`config.mk`:
```
export PLATFORM = sky130hd
export DESIGN_NAME = text_console_flat
export DESIGN_NICKNAME = d
export VERILOG_FILES = /design/src/rtl/gpu_pkg.sv /design/src/rtl/text_console_if.sv /design/src/rtl/text_console_mover.sv /design/src/rtl/text_console.sv /design/src/flat_wrapper.sv
export SDC_FILE = /design/constraint.sdc
export NUM_CORES = 1
export LEC_CHECK = 0
export CORE_MARGIN = 2
export CORE_UTILIZATION = 28
export DETAILED_ROUTE_END_ITERATION = 8
export GPL_ROUTABILITY_DRIVEN = 0
export GPL_TIMING_DRIVEN = 1
export PLACE_DENSITY = 0.53
export SLEW_MARGIN = 20
export SYNTH_ARGS = -nofsm -noshare
export SYNTH_HDL_FRONTEND = slang
export SYNTH_SLANG_ARGS = --single-unit
```
`constraint.sdc`:
```
create_clock -name clk -period 4.8 [get_ports clk]
set_clock_uncertainty 0.2 [all_clocks]
set_input_delay 1.44 -clock clk [delete_from_list [all_inputs] [get_ports clk]]
set_output_delay 1.44 -clock clk [all_outputs]
set_load 0.03 [all_outputs]
```
`src/rtl/gpu_pkg.sv`:
```
// Shared constants, types and the cell-index helper for the text console.
// Geometry defaults, control codes and register offsets are defined once here.
package gpu_pkg;

  localparam int COLS_DEF  = 80;
  localparam int ROWS_DEF  = 30;
  localparam int CELLS_DEF = COLS_DEF * ROWS_DEF;

  localparam logic [7:0] SPACE    = 8'h20;
  localparam logic [7:0] CH_BS    = 8'h08;
  localparam logic [7:0] CH_LF    = 8'h0A;
  localparam logic [7:0] CH_FF    = 8'h0C;
  localparam logic [7:0] CH_CR    = 8'h0D;
  localparam logic [7:0] CH_PR_LO = 8'h20;
  localparam logic [7:0] CH_PR_HI = 8'h7E;

  localparam logic [1:0] REG_DATA = 2'd0;
  localparam logic [1:0] REG_CTRL = 2'd1;
  localparam logic [1:0] REG_COL  = 2'd2;
  localparam logic [1:0] REG_ROW  = 2'd3;

  typedef enum logic [1:0] {
    ST_IDLE   = 2'd0,
    ST_PUT    = 2'd1,
    ST_SCROLL = 2'd2,
    ST_CLEAR  = 2'd3
  } con_state_e;

  typedef enum logic {
    MV_COPY = 1'b0,
    MV_FILL = 1'b1
  } mv_mode_e;

  // row*cols+col as a sum of shifted rows, one term per set bit of cols
  function automatic logic [11:0] cell_index(input logic [7:0] row, input logic [7:0] col,
                                             input int cols);
    logic [11:0] acc;
    acc = {4'd0, col};
    for (int i = 0; i < 12; i++) begin
      if (cols[i]) acc = acc + ({4'd0, row} << i);
    end
    return acc;
  endfunction

endpackage

```
`src/rtl/text_console_if.sv`:
```
// CPU IO bus of the text console: write/read strobes, address, data in and registered data out.
interface text_console_if;
  logic [7:0]  din;
  logic [11:0] address;
  logic        io_w_en;
  logic        io_r_en;
  logic [7:0]  dout;

  modport master (output din, output address, output io_w_en, output io_r_en, input dout);
  modport slave  (input din, input address, input io_w_en, input io_r_en, output dout);
endinterface

```
`src/rtl/text_console_mover.sv`:
```
// Bulk address sequencer: pipelined one-row scroll (copy then blank last row) or full-screen fill.
// Read data arrives one clock after r_addr_o and is written straight through in that cycle.
module console_mover
  import gpu_pkg::*;
#(
  parameter int COLS = COLS_DEF,
  parameter int ROWS = ROWS_DEF
) (
  input  logic        clk,
  input  logic        rst_n,
  input  logic        start_i,
  input  mv_mode_e    mode_i,
  output logic        busy_o,
  output logic        last_o,
  output logic        w_en_o,
  output logic [11:0] w_addr_o,
  output logic [7:0]  w_data_o,
  output logic [11:0] r_addr_o,
  input  logic [7:0]  r_data_i
);

  localparam logic [11:0] COLS_W        = 12'(COLS);
  localparam logic [11:0] LAST_CELL     = 12'(COLS * ROWS - 1);
  localparam logic [11:0] LAST_ROW_BASE = 12'(COLS * (ROWS - 1));

  logic        rd_en_q, rd_en_d, fill_en_q, fill_en_d, we_q, we_d, copy_q, copy_d;
  logic [11:0] rd_addr_q, rd_addr_d, fill_addr_q, fill_addr_d, waddr_q, waddr_d;

  always_comb begin
    rd_en_d     = rd_en_q;
    rd_addr_d   = rd_addr_q;
    fill_en_d   = fill_en_q;
    fill_addr_d = fill_addr_q;
    we_d        = 1'b0;
    waddr_d     = waddr_q;
    copy_d      = 1'b0;
    if (start_i) begin
      if (mode_i == MV_COPY) begin
        rd_en_d   = 1'b1;
        rd_addr_d = COLS_W;
        fill_en_d = 1'b0;
      end else begin
        rd_en_d     = 1'b0;
        fill_en_d   = 1'b1;
        fill_addr_d = 12'd1;
        we_d        = 1'b1;
        waddr_d     = 12'd0;
      end
    end else if (rd_en_q) begin
      // the read issued this cycle becomes next cycle's write one row up
      we_d    = 1'b1;
      copy_d  = 1'b1;
      waddr_d = rd_addr_q - COLS_W;
      if (rd_addr_q == LAST_CELL) begin
        rd_en_d     = 1'b0;
        fill_en_d   = 1'b1;
        fill_addr_d = LAST_ROW_BASE;
      end else begin
        rd_addr_d = rd_addr_q + 12'd1;
      end
    end else if (fill_en_q) begin
      we_d    = 1'b1;
      waddr_d = fill_addr_q;
      if (fill_addr_q == LAST_CELL) begin
        fill_en_d = 1'b0;
      end else begin
        fill_addr_d = fill_addr_q + 12'd1;
      end
    end else begin
      we_d = 1'b0;
    end
  end

  always_ff @(posedge clk or negedge rst_n) begin
    if (!rst_n) begin
      rd_en_q     <= 1'b0;
      rd_addr_q   <= 12'd0;
      fill_en_q   <= 1'b0;
      fill_addr_q <= 12'd0;
      we_q        <= 1'b0;
      waddr_q     <= 12'd0;
      copy_q      <= 1'b0;
    end else begin
      rd_en_q     <= rd_en_d;
      rd_addr_q   <= rd_addr_d;
      fill_en_q   <= fill_en_d;
      fill_addr_q <= fill_addr_d;
      we_q        <= we_d;
      waddr_q     <= waddr_d;
      copy_q      <= copy_d;
    end
  end

  assign busy_o   = rd_en_q | fill_en_q | we_q;
  assign last_o   = we_q & ~rd_en_q & ~fill_en_q;
  assign w_en_o   = we_q;
  assign w_addr_o = waddr_q;
  assign w_data_o = copy_q ? r_data_i : (we_q ? SPACE : 8'h00);
  assign r_addr_o = rd_addr_q;

endmodule

```
`src/rtl/text_console.sv`:
```
// Memory-mapped character console: register decode, cursor handling and single-cell writes;
// scrolling and clearing are delegated to console_mover.
module text_console
  import gpu_pkg::*;
#(
  parameter int          COLS = COLS_DEF,
  parameter int          ROWS = ROWS_DEF,
  parameter logic [11:0] BASE = 12'h090
) (
  input  logic           clk,
  input  logic           rst_n,
  text_console_if.slave  bus,
  output logic           v_w_en,
  output logic [11:0]    v_addr,
  output logic [7:0]     v_din,
  output logic [11:0]    v_r_addr,
  input  logic [7:0]     v_r_data,
  output logic           busy,
  output logic           done_interrupt_flag,
  input  logic           done_interrupt_flag_clr
);

  localparam logic [7:0] COLS_B   = 8'(COLS);
  localparam logic [7:0] ROWS_B   = 8'(ROWS);
  localparam logic [7:0] LAST_COL = 8'(COLS - 1);
  localparam logic [7:0] LAST_ROW = 8'(ROWS - 1);

  con_state_e  state_q, state_d;
  logic [7:0]  col_q, col_d, row_q, row_d, pw_din_q, pw_din_d, dout_q, dout_d;
  logic        ovr_q, ovr_d, ie_q, ie_d, flag_q, flag_d, pend_q, pend_d, pw_en_q, pw_en_d;
  logic [11:0] pw_addr_q, pw_addr_d, rel_s, mv_addr_s;
  logic        sel_s, wr_s, rd_s, idle_s, set_done_s;
  logic        mv_start_s, mv_busy_s, mv_last_s, mv_we_s;
  mv_mode_e    mv_mode_s;
  logic [7:0]  mv_data_s;

  assign rel_s  = bus.address - BASE;
  assign sel_s  = (rel_s[11:2] == 10'd0);
  assign wr_s   = bus.io_w_en & sel_s;
  assign rd_s   = bus.io_r_en & sel_s;
  assign idle_s = (state_q == ST_IDLE);

  always_comb begin
    state_d    = state_q;
    col_d      = col_q;
    row_d      = row_q;
    ovr_d      = ovr_q;
    ie_d       = ie_q;
    flag_d     = flag_q;
    pend_d     = 1'b0;
    pw_en_d    = 1'b0;
    pw_addr_d  = pw_addr_q;
    pw_din_d   = pw_din_q;
    dout_d     = dout_q;
    mv_start_s = 1'b0;
    mv_mode_s  = MV_FILL;
    set_done_s = 1'b0;
    case (state_q)
      ST_IDLE: begin
        if (wr_s && rel_s[1:0] == REG_DATA) begin
          if (bus.din >= CH_PR_LO && bus.din <= CH_PR_HI) begin
            pw_en_d   = 1'b1;
            pw_addr_d = cell_index(row_q, col_q, COLS);
            pw_din_d  = bus.din;
            state_d   = ST_PUT;
            if (col_q == LAST_COL) begin
              col_d = 8'd0;
              if (row_q == LAST_ROW) pend_d = 1'b1;
              else row_d = row_q + 8'd1;
            end else begin
              col_d = col_q + 8'd1;
            end
          end else if (bus.din == CH_CR) begin
            col_d = 8'd0;
          end else if (bus.din == CH_LF) begin
            col_d = 8'd0;
            if (row_q == LAST_ROW) begin
              state_d    = ST_SCROLL;
              mv_start_s = 1'b1;
              mv_mode_s  = MV_COPY;
            end else begin
              row_d = row_q + 8'd1;
            end
          end else if (bus.din == CH_BS) begin
            if (col_q != 8'd0) begin
              col_d     = col_q - 8'd1;
              pw_en_d   = 1'b1;
              pw_addr_d = cell_index(row_q, col_q - 8'd1, COLS);
              pw_din_d  = SPACE;
              state_d   = ST_PUT;
            end else begin
              col_d = col_q;
            end
          end else if (bus.din == CH_FF) begin
            col_d      = 8'd0;
            row_d      = 8'd0;
            state_d    = ST_CLEAR;
            mv_start_s = 1'b1;
            mv_mode_s  = MV_FILL;
          end else begin
            state_d = ST_IDLE;
          end
        end else begin
          state_d = ST_IDLE;
        end
      end
      ST_PUT: begin
        // a character in the bottom-right cell scrolls once its write is done
        if (pend_q) begin
          state_d    = ST_SCROLL;
          mv_start_s = 1'b1;
          mv_mode_s  = MV_COPY;
        end else begin
          state_d = ST_IDLE;
        end
      end
      ST_SCROLL, ST_CLEAR: begin
        if (mv_last_s || !mv_busy_s) begin
          state_d    = ST_IDLE;
          set_done_s = ie_q;
        end else begin
          state_d = state_q;
        end
      end
      default: state_d = ST_IDLE;
    endcase

    if (wr_s) begin
      case (rel_s[1:0])
        REG_DATA: ovr_d = ovr_q | ~idle_s;
        REG_CTRL: begin
          ovr_d = ovr_q & ~bus.din[1];
          ie_d  = bus.din[2];
        end
        REG_COL: begin
          if (!idle_s) ovr_d = 1'b1;
          else if (bus.din < COLS_B) col_d = bus.din;
          else col_d = col_q;
        end
        REG_ROW: begin
          if (!idle_s) ovr_d = 1'b1;
          else if (bus.din < ROWS_B) row_d = bus.din;
          else row_d = row_q;
        end
        default: ovr_d = ovr_q;
      endcase
    end else begin
      ovr_d = ovr_q;
    end

    if (done_interrupt_flag_clr) flag_d = 1'b0;
    else if (wr_s && rel_s[1:0] == REG_CTRL) flag_d = bus.din[3];
    else if (set_done_s) flag_d = 1'b1;
    else flag_d = flag_q;

    if (rd_s) begin
      case (rel_s[1:0])
        REG_DATA: dout_d = 8'h00;
        REG_CTRL: dout_d = {4'b0000, flag_q, ie_q, ovr_q, ~idle_s};
        REG_COL:  dout_d = col_q;
        REG_ROW:  dout_d = row_q;
        default:  dout_d = dout_q;
      endcase
    end else begin
      dout_d = dout_q;
    end
  end

  always_ff @(posedge clk or negedge rst_n) begin
    if (!rst_n) begin
      state_q   <= ST_IDLE;
      col_q     <= 8'd0;
      row_q     <= 8'd0;
      ovr_q     <= 1'b0;
      ie_q      <= 1'b0;
      flag_q    <= 1'b0;
      pend_q    <= 1'b0;
      pw_en_q   <= 1'b0;
      pw_addr_q <= 12'd0;
      pw_din_q  <= 8'd0;
      dout_q    <= 8'd0;
    end else begin
      state_q   <= state_d;
      col_q     <= col_d;
      row_q     <= row_d;
      ovr_q     <= ovr_d;
      ie_q      <= ie_d;
      flag_q    <= flag_d;
      pend_q    <= pend_d;
      pw_en_q   <= pw_en_d;
      pw_addr_q <= pw_addr_d;
      pw_din_q  <= pw_din_d;
      dout_q    <= dout_d;
    end
  end

  console_mover #(.COLS(COLS), .ROWS(ROWS)) u_mover (
    .clk      (clk),
    .rst_n    (rst_n),
    .start_i  (mv_start_s),
    .mode_i   (mv_mode_s),
    .busy_o   (mv_busy_s),
    .last_o   (mv_last_s),
    .w_en_o   (mv_we_s),
    .w_addr_o (mv_addr_s),
    .w_data_o (mv_data_s),
    .r_addr_o (v_r_addr),
    .r_data_i (v_r_data)
  );

  // single-cell writes and mover writes never overlap in time
  assign v_w_en              = pw_en_q | mv_we_s;
  assign v_addr              = pw_en_q ? pw_addr_q : mv_addr_s;
  assign v_din               = pw_en_q ? pw_din_q : mv_data_s;
  assign busy                = ~idle_s;
  assign done_interrupt_flag = flag_q;
  assign bus.dout            = dout_q;

endmodule

```
`src/flat_wrapper.sv`:
```
// flat-port wrapper written by rule: the top's interface ports become plain ports
module text_console_flat import gpu_pkg::*;
#(
  parameter int          COLS = COLS_DEF,
  parameter int          ROWS = ROWS_DEF,
  parameter logic [11:0] BASE = 12'h090
)
  (clk, rst_n, v_w_en, v_addr, v_din, v_r_addr, v_r_data, busy, done_interrupt_flag, done_interrupt_flag_clr, bus_din, bus_address, bus_io_w_en, bus_io_r_en, bus_dout);
  text_console_if bus_i ();
  input  logic clk;
  input  logic rst_n;
  output logic v_w_en;
  output logic [11:0] v_addr;
  output logic [7:0] v_din;
  output logic [11:0] v_r_addr;
  input  logic [7:0] v_r_data;
  output logic busy;
  output logic done_interrupt_flag;
  input  logic done_interrupt_flag_clr;
  input wire logic [$bits(bus_i.din)-1:0] bus_din;
  input wire logic [$bits(bus_i.address)-1:0] bus_address;
  input wire logic [$bits(bus_i.io_w_en)-1:0] bus_io_w_en;
  input wire logic [$bits(bus_i.io_r_en)-1:0] bus_io_r_en;
  output wire logic [$bits(bus_i.dout)-1:0] bus_dout;
  assign bus_i.din = bus_din;
  assign bus_i.address = bus_address;
  assign bus_i.io_w_en = bus_io_w_en;
  assign bus_i.io_r_en = bus_io_r_en;
  assign bus_dout = bus_i.dout;
  text_console #(.COLS(COLS), .ROWS(ROWS), .BASE(BASE)) u_core (.clk(clk), .rst_n(rst_n), .bus(bus_i), .v_w_en(v_w_en), .v_addr(v_addr), .v_din(v_din), .v_r_addr(v_r_addr), .v_r_data(v_r_data), .busy(busy), .done_interrupt_flag(done_interrupt_flag), .done_interrupt_flag_clr(done_interrupt_flag_clr));
endmodule
```
==> results of run 1 <==
worst max-delay path, cell delays in order:
cell and delay [ns]:
clkdlybuf4s50_1 0.45, mux2i_1 0.06, o21ai_0 0.15, clkdlybuf4s50_1 0.69
logic make-up after synthesis:
logic type,count (synthesis)
AND/OR/NAND/NOR,276
AO/OA/AOI/OAI,202
flip-flops,91
buffers and inverters,73
XOR/XNOR,37
multiplexers,33
adder cells (fa/ha/maj),27
state kept, by name, indices dropped and copies added (netlist names), 2 cells and up:
signal                      flops
u_core.pw_addr_q               12
u_core.u_mover.fill_addr_q     12
u_core.row_q                    8
u_core.state_q                  2
u_core.col_q                    8
u_core.pw_din_q                 8
u_core.u_mover.w_addr_o        12
u_core.bus.dout                 8
u_core.u_mover.r_addr_o        12
Yosys cell counts (5+ instances only):
cell type  number  area, sq um
nand2_1        88        330.3
and4_1          6        52.55
and2_1          5        31.28
nor2_1         64        240.2
o21ai_0        38        190.2
a31oi_1        19        118.9
o31ai_1        18        135.1
ha_1           24        300.3
nor3_1         17        85.08
inv_1          21        78.83
or4_1           5        37.54
clkbuf_1       29        108.9
and3_1          7        43.79
xor2_1         18        157.7
xnor2_1        19        166.4
a22o_1         15        131.4
mux2_2         16        180.2
nand3_1        26        130.1
dfrtp_1        91         2277
nor3b_1         5        37.54
a21oi_1        32        160.2
a21o_1          8        60.06
o21ai_1         9        45.04
buf_2          11        55.05
nand4_1         7        43.79
or3_1           9        56.30
a211oi_1        9        67.56
o211ai_1        5        37.54
nor2b_1         8        50.05
mux2i_1        17        170.2
per-stage QoR:
stage          utilization [%]  instance area, sq um  instances  worst slack (ns)  hold WS [ns]
2_1_floorplan                -                  6459        739            0.2956        0.2438
3_3_place_gp             33.40                  7562       1078            0.1129        0.2557
3_5_place_dp             33.40                  7562       1078           0.09707        0.2624
4_1_cts                  34.79                  7878       1094            0.3745        0.2804
5_1_grt                  34.79                  7878       1094            0.1187        0.3101
6_report                 34.79                  7878       1094            0.3766        0.2744
layer usage:
metal	vias to the layer above	part of all wire [%]	track usage, %
li1	2825	-	-
met1	2752	48	23.81
met2	169	44	26.32
met3	31	5.3	2.500
met4	0	2.7	7.471
met5	-	0	0
cell type report:
cell class | instances | area (sq um) | share of cell area (%)
inverters | 23 | 86.33 | 1.096
multi-input cells | 575 | 3864 | 49.05
well taps | 285 | 356.6 | 4.527
clock inverters | 7 | 90.09 | 1.144
repair buffers | 104 | 978.4 | 12.42
flip-flops and latches | 91 | 2277 | 28.91
clock buffers | 9 | 225.2 | 2.859
power by group:
part           switching [uW]  internal (uW)  leakage, uW  total [uW]
clock network             361            420     0.000156         782
logic                    79.9           58.1      0.00199         138
registers               0.169            766      0.00122         766
total                     441           1240      0.00336        1690
worst max path at each step:
stage / startpoint / to / slack [ns] / cells past startpoint
global route: u_core.col_q[1] / u_core.pw_addr_q[11] / 0.12 / 19
floorplan: bus_din[6] / u_core.pw_addr_q[11] / 0.30 / 14
detailed placement: bus_din[3] / u_core.pw_addr_q[11] / 0.1 / 14
CTS: v_r_data[5] / v_din[5] / 0.37 / 4
finish: v_r_data[5] / v_din[5] / 0.38 / 4
global placement: bus_din[3] / u_core.pw_addr_q[11] / 0.11 / 14
==> metrics, run 1 <==
Tot GR Track Use 17.09%; layout cells sized above 1 10.38%; ANT nets after route 0; Post-Synthesis Cells 739; Max-cap violations 0; layout net count 864; CTS Root Cell clkbuf_16; residual DRC count 0; antenna violations before repair 0; fin crit period 4.423 ns; commonest non-fill, non-tap cell in the layout dfrtp_1; fmax 0.2261 GHz; Pre-antenna DRT Iters 5; Inserted Clock Buffers 9; Worst-Margin Slew 1.066 ns; Post-Syn Nets 799; first-pass GRT wire length 32280 um; CTS tree built; Reg2Reg Setup Slack 0.45 ns; Synth async-reset ratio 100.0%; ANT cells 0; largest net degree at the start of global routing 71; Synthesis Warnings 0; unrepaired setup endpoints after global routing no; Worst setup EP type primary output; Hold Startpoint u_core.u_mover.w_addr_o[11]; commonest cells after routing, fill and taps aside dfrtp_1 (91), nand2_1 (88), clkdlybuf4s50_1 (74); drt via density 5.281; chip width 155.9 um; worst setup path class primary input to primary output; Fill cells 2346; r2r startpoint u_core.col_q[1]; commonest register cell after synthesis dfrtp_1; Synth Area in XOR/XNOR 5.017%; sequential share of the synthesized area 35.26%; Data required, critical path 3.16 ns; TNS Setup 0 ns; final hold violation count 0; Post-CTS Setup Inserts 0; reg-to-reg endpoint u_core.pw_addr_q[11]; Chip Height 155.9 um; Rel. slew slack 28.96%; critical path arrival 2.78 ns; DRT iter0 DRCs 488; Total Wirelength 20000 um; final global-route overflow total 0; Final Setup Violations 0; Hold Crit Class register to register; H-tree lvl count 3; CP max FO 1; # hold bufs at CTS 0; number of flops mapped to enable cells by yosys 0; Initial Util 28.53%; fin crit share 92.15%; P_leak 0.003361 uW; r2r worst-path depth 16; Core Area 22640 sq um; PwrDens 214.0 nW/um^2; Std-Cell Rows 55; outcome completed; via count of the first global-routing pass 5691; main combinational cell family by area after synthesis compound AO/OA/AOI/OAI gates; DP HPWL 14660 um; Mean Syn Cell Area 8.740 sq um; Final Power 1686 uW; PortBufs 75; peak supply drop 0.0001215 V; clock buffer depth 2; Worst Hold Path Cells 2; Post-Synth Adder-Cell Area 5.579%; Synth Area in Compound Gates 22.14%; later-pin clock latency in the skew report 0.36 ns; clk sinks 91; Slew Viols, Final 0; synthesized area 6459 sq um; Ports 76; WL/cell 18.28 um; Yosys reg bits 91; P&R area growth vs syn 21.97%; PostCTS Resize Cnt 0; crit start category primary input; Via Count 5777; post-synthesis cell type count 81; Synth Area in Simple Gates 21.54%; Clock Pin Slew Worst Setup and Hold Paths 0.08 ns; mux cell area share after synthesis 5.424%; hold endpoint u_core.u_mover.w_addr_o[11]; die area 24300 sq um
(Power assumes the default switching activity.)
==> run 2: changes to the inputs <==
- SLEW_MARGIN: 20 -> 25
==> metrics, run 2 (synthesis results as in run 1) <==
critical path arrival 2.78 ns; DRT iter0 DRCs 465; final hold violation count 0; Worst-Margin Slew 0.8647 ns; Via Count 5780; Pre-antenna DRT Iters 4; crit start category primary input; first-pass GRT wire length 32310 um; clock buffer depth 2; Data required, critical path 3.16 ns; WL/cell 18.19 um; WP depth 4; H-tree lvl count 3; residual DRC count 0; DP HPWL 14600 um; PostCTS Resize Cnt 0; Rel. slew slack 42.14%; via count of the first global-routing pass 5604; layout cells sized above 1 10.49%; r2r worst-path depth 16; fin crit share 92.15%; P&R area growth vs syn 22.26%; final setup margin 0.3766 ns; Inserted Clock Buffers 9; PortBufs 75; drt via density 5.279; later-pin clock latency in the skew report 0.36 ns; fmax 0.2261 GHz; cell family with most CP delay buffers and inverters; ANT cells 0; Worst setup EP type primary output; worst setup path class primary input to primary output; critical path's most frequent cell clkdlybuf4s50_1; Post-CTS Setup Inserts 0; largest net degree at the start of global routing 71; commonest cells after routing, fill and taps aside dfrtp_1 (91), nand2_1 (88), clkdlybuf4s50_1 (74); Fill cells 2333; Max-cap violations 0; layout net count 865; fin crit period 4.423 ns; Initial Util 28.53%; final cell count without fillers 1095; final global-route overflow total 0; CTS tree built; Chip Height 155.9 um; commonest non-fill, non-tap cell in the layout dfrtp_1; Ports 76; Clock Pin Slew Worst Setup and Hold Paths 0.06 ns; crit-path cells clkdlybuf4s50_1 > mux2i_1 > o21ai_0 > clkdlybuf4s50_1; CP peak stage delay 0.69 ns; Final Setup Violations 0; final core occ 34.88%; clk sinks 91; die area 24300 sq um; Slew Viols, Final 0; CP max FO 1; Tot GR Track Use 17.06%; # hold bufs at CTS 0; unrepaired setup endpoints after global routing no; slowest CP cell clkdlybuf4s50_1; antenna violations before repair 1; CTS Root Cell clkbuf_16; peak supply drop 0.0001533 V; Total Wirelength 19910 um; Std-Cell Rows 55; Worst Hold Path Cells 2; ANT nets after route 0; PwrDens 212.4 nW/um^2; P_leak 0.003369 uW; chip width 155.9 um; Hold Crit Class register to register; Core Area 22640 sq um; Cells after DPL 1079; TNS Setup 0 ns; worst path bufs/invs 2; dpl ws 0.1044 ns; outcome completed; Hold WS 0.2716 ns
[run 2: cell types whose count changed in the layout (fill, tap and decap cells not counted)]
cell,before,now
buf_6,0,1
buf_4,29,28
buf_8,0,1
[run 2: layout make-up]
cell class              instances  area, sq um  share of cell area, %
multi-input cells             575         3864                  48.93
flip-flops and latches         91         2277                  28.84
repair buffers                105        997.2                  12.63
well taps                     285        356.6                  4.516
clock buffers                   9        225.2                  2.852
clock inverters                 7        90.09                  1.141
inverters                      23        86.33                  1.093
[run 2: metal layers]
layer / routed length (um) / track usage, % / vias to the layer above / part of all wire (%)
met3: 962 / 2.056 / 29 / 4.8
met2: 8857 / 26.34 / 158 / 44
li1: - / - / 2832 / -
met1: 9578 / 24.27 / 2761 / 48
met4: 515 / 6.772 / 0 / 2.6
met5: 0 / 0 / - / 0
[run 2: worst paths after layout]
path	start	to	slack, ns
setup / recovery	v_r_data[5]	v_din[5]	0.38
setup reg to reg	u_core.col_q[1]	u_core.pw_addr_q[11]	0.40
max in group asynchronous	rst_n	u_core.u_mover.fill_addr_q[4]	2.74
hold / removal	u_core.u_mover.w_addr_o[10]	u_core.u_mover.w_addr_o[10]	0.27
hold reg to reg	u_core.u_mover.w_addr_o[10]	u_core.u_mover.w_addr_o[10]	0.27
min in group asynchronous	rst_n	u_core.col_q[0]	0.86
[run 2: tightest hold or removal path: stages (launching register included)]
cell and delay (ns):
dfrtp_1 0.34, nand2_1 0.05, o31ai_1 0.05
[run 2: where the power goes]
part	switching [uW]	leakage [uW]	internal, uW
sequential	0.171	0.00122	766
clock	353	0.000156	420
combinational	79.9	0.00200	58.4
[run 2: through the flow]
| stage | area (sq um) | power [uW] |
|---|---|---|
| 2_1_floorplan | 6459 | 839.1 |
| 3_3_place_gp | 7562 | 920.0 |
| 3_5_place_dp | 7577 | 920.3 |
| 4_1_cts | 7893 | 1707 |
| 5_1_grt | 7896 | 1748 |
| 6_report | 7896 | 1678 |
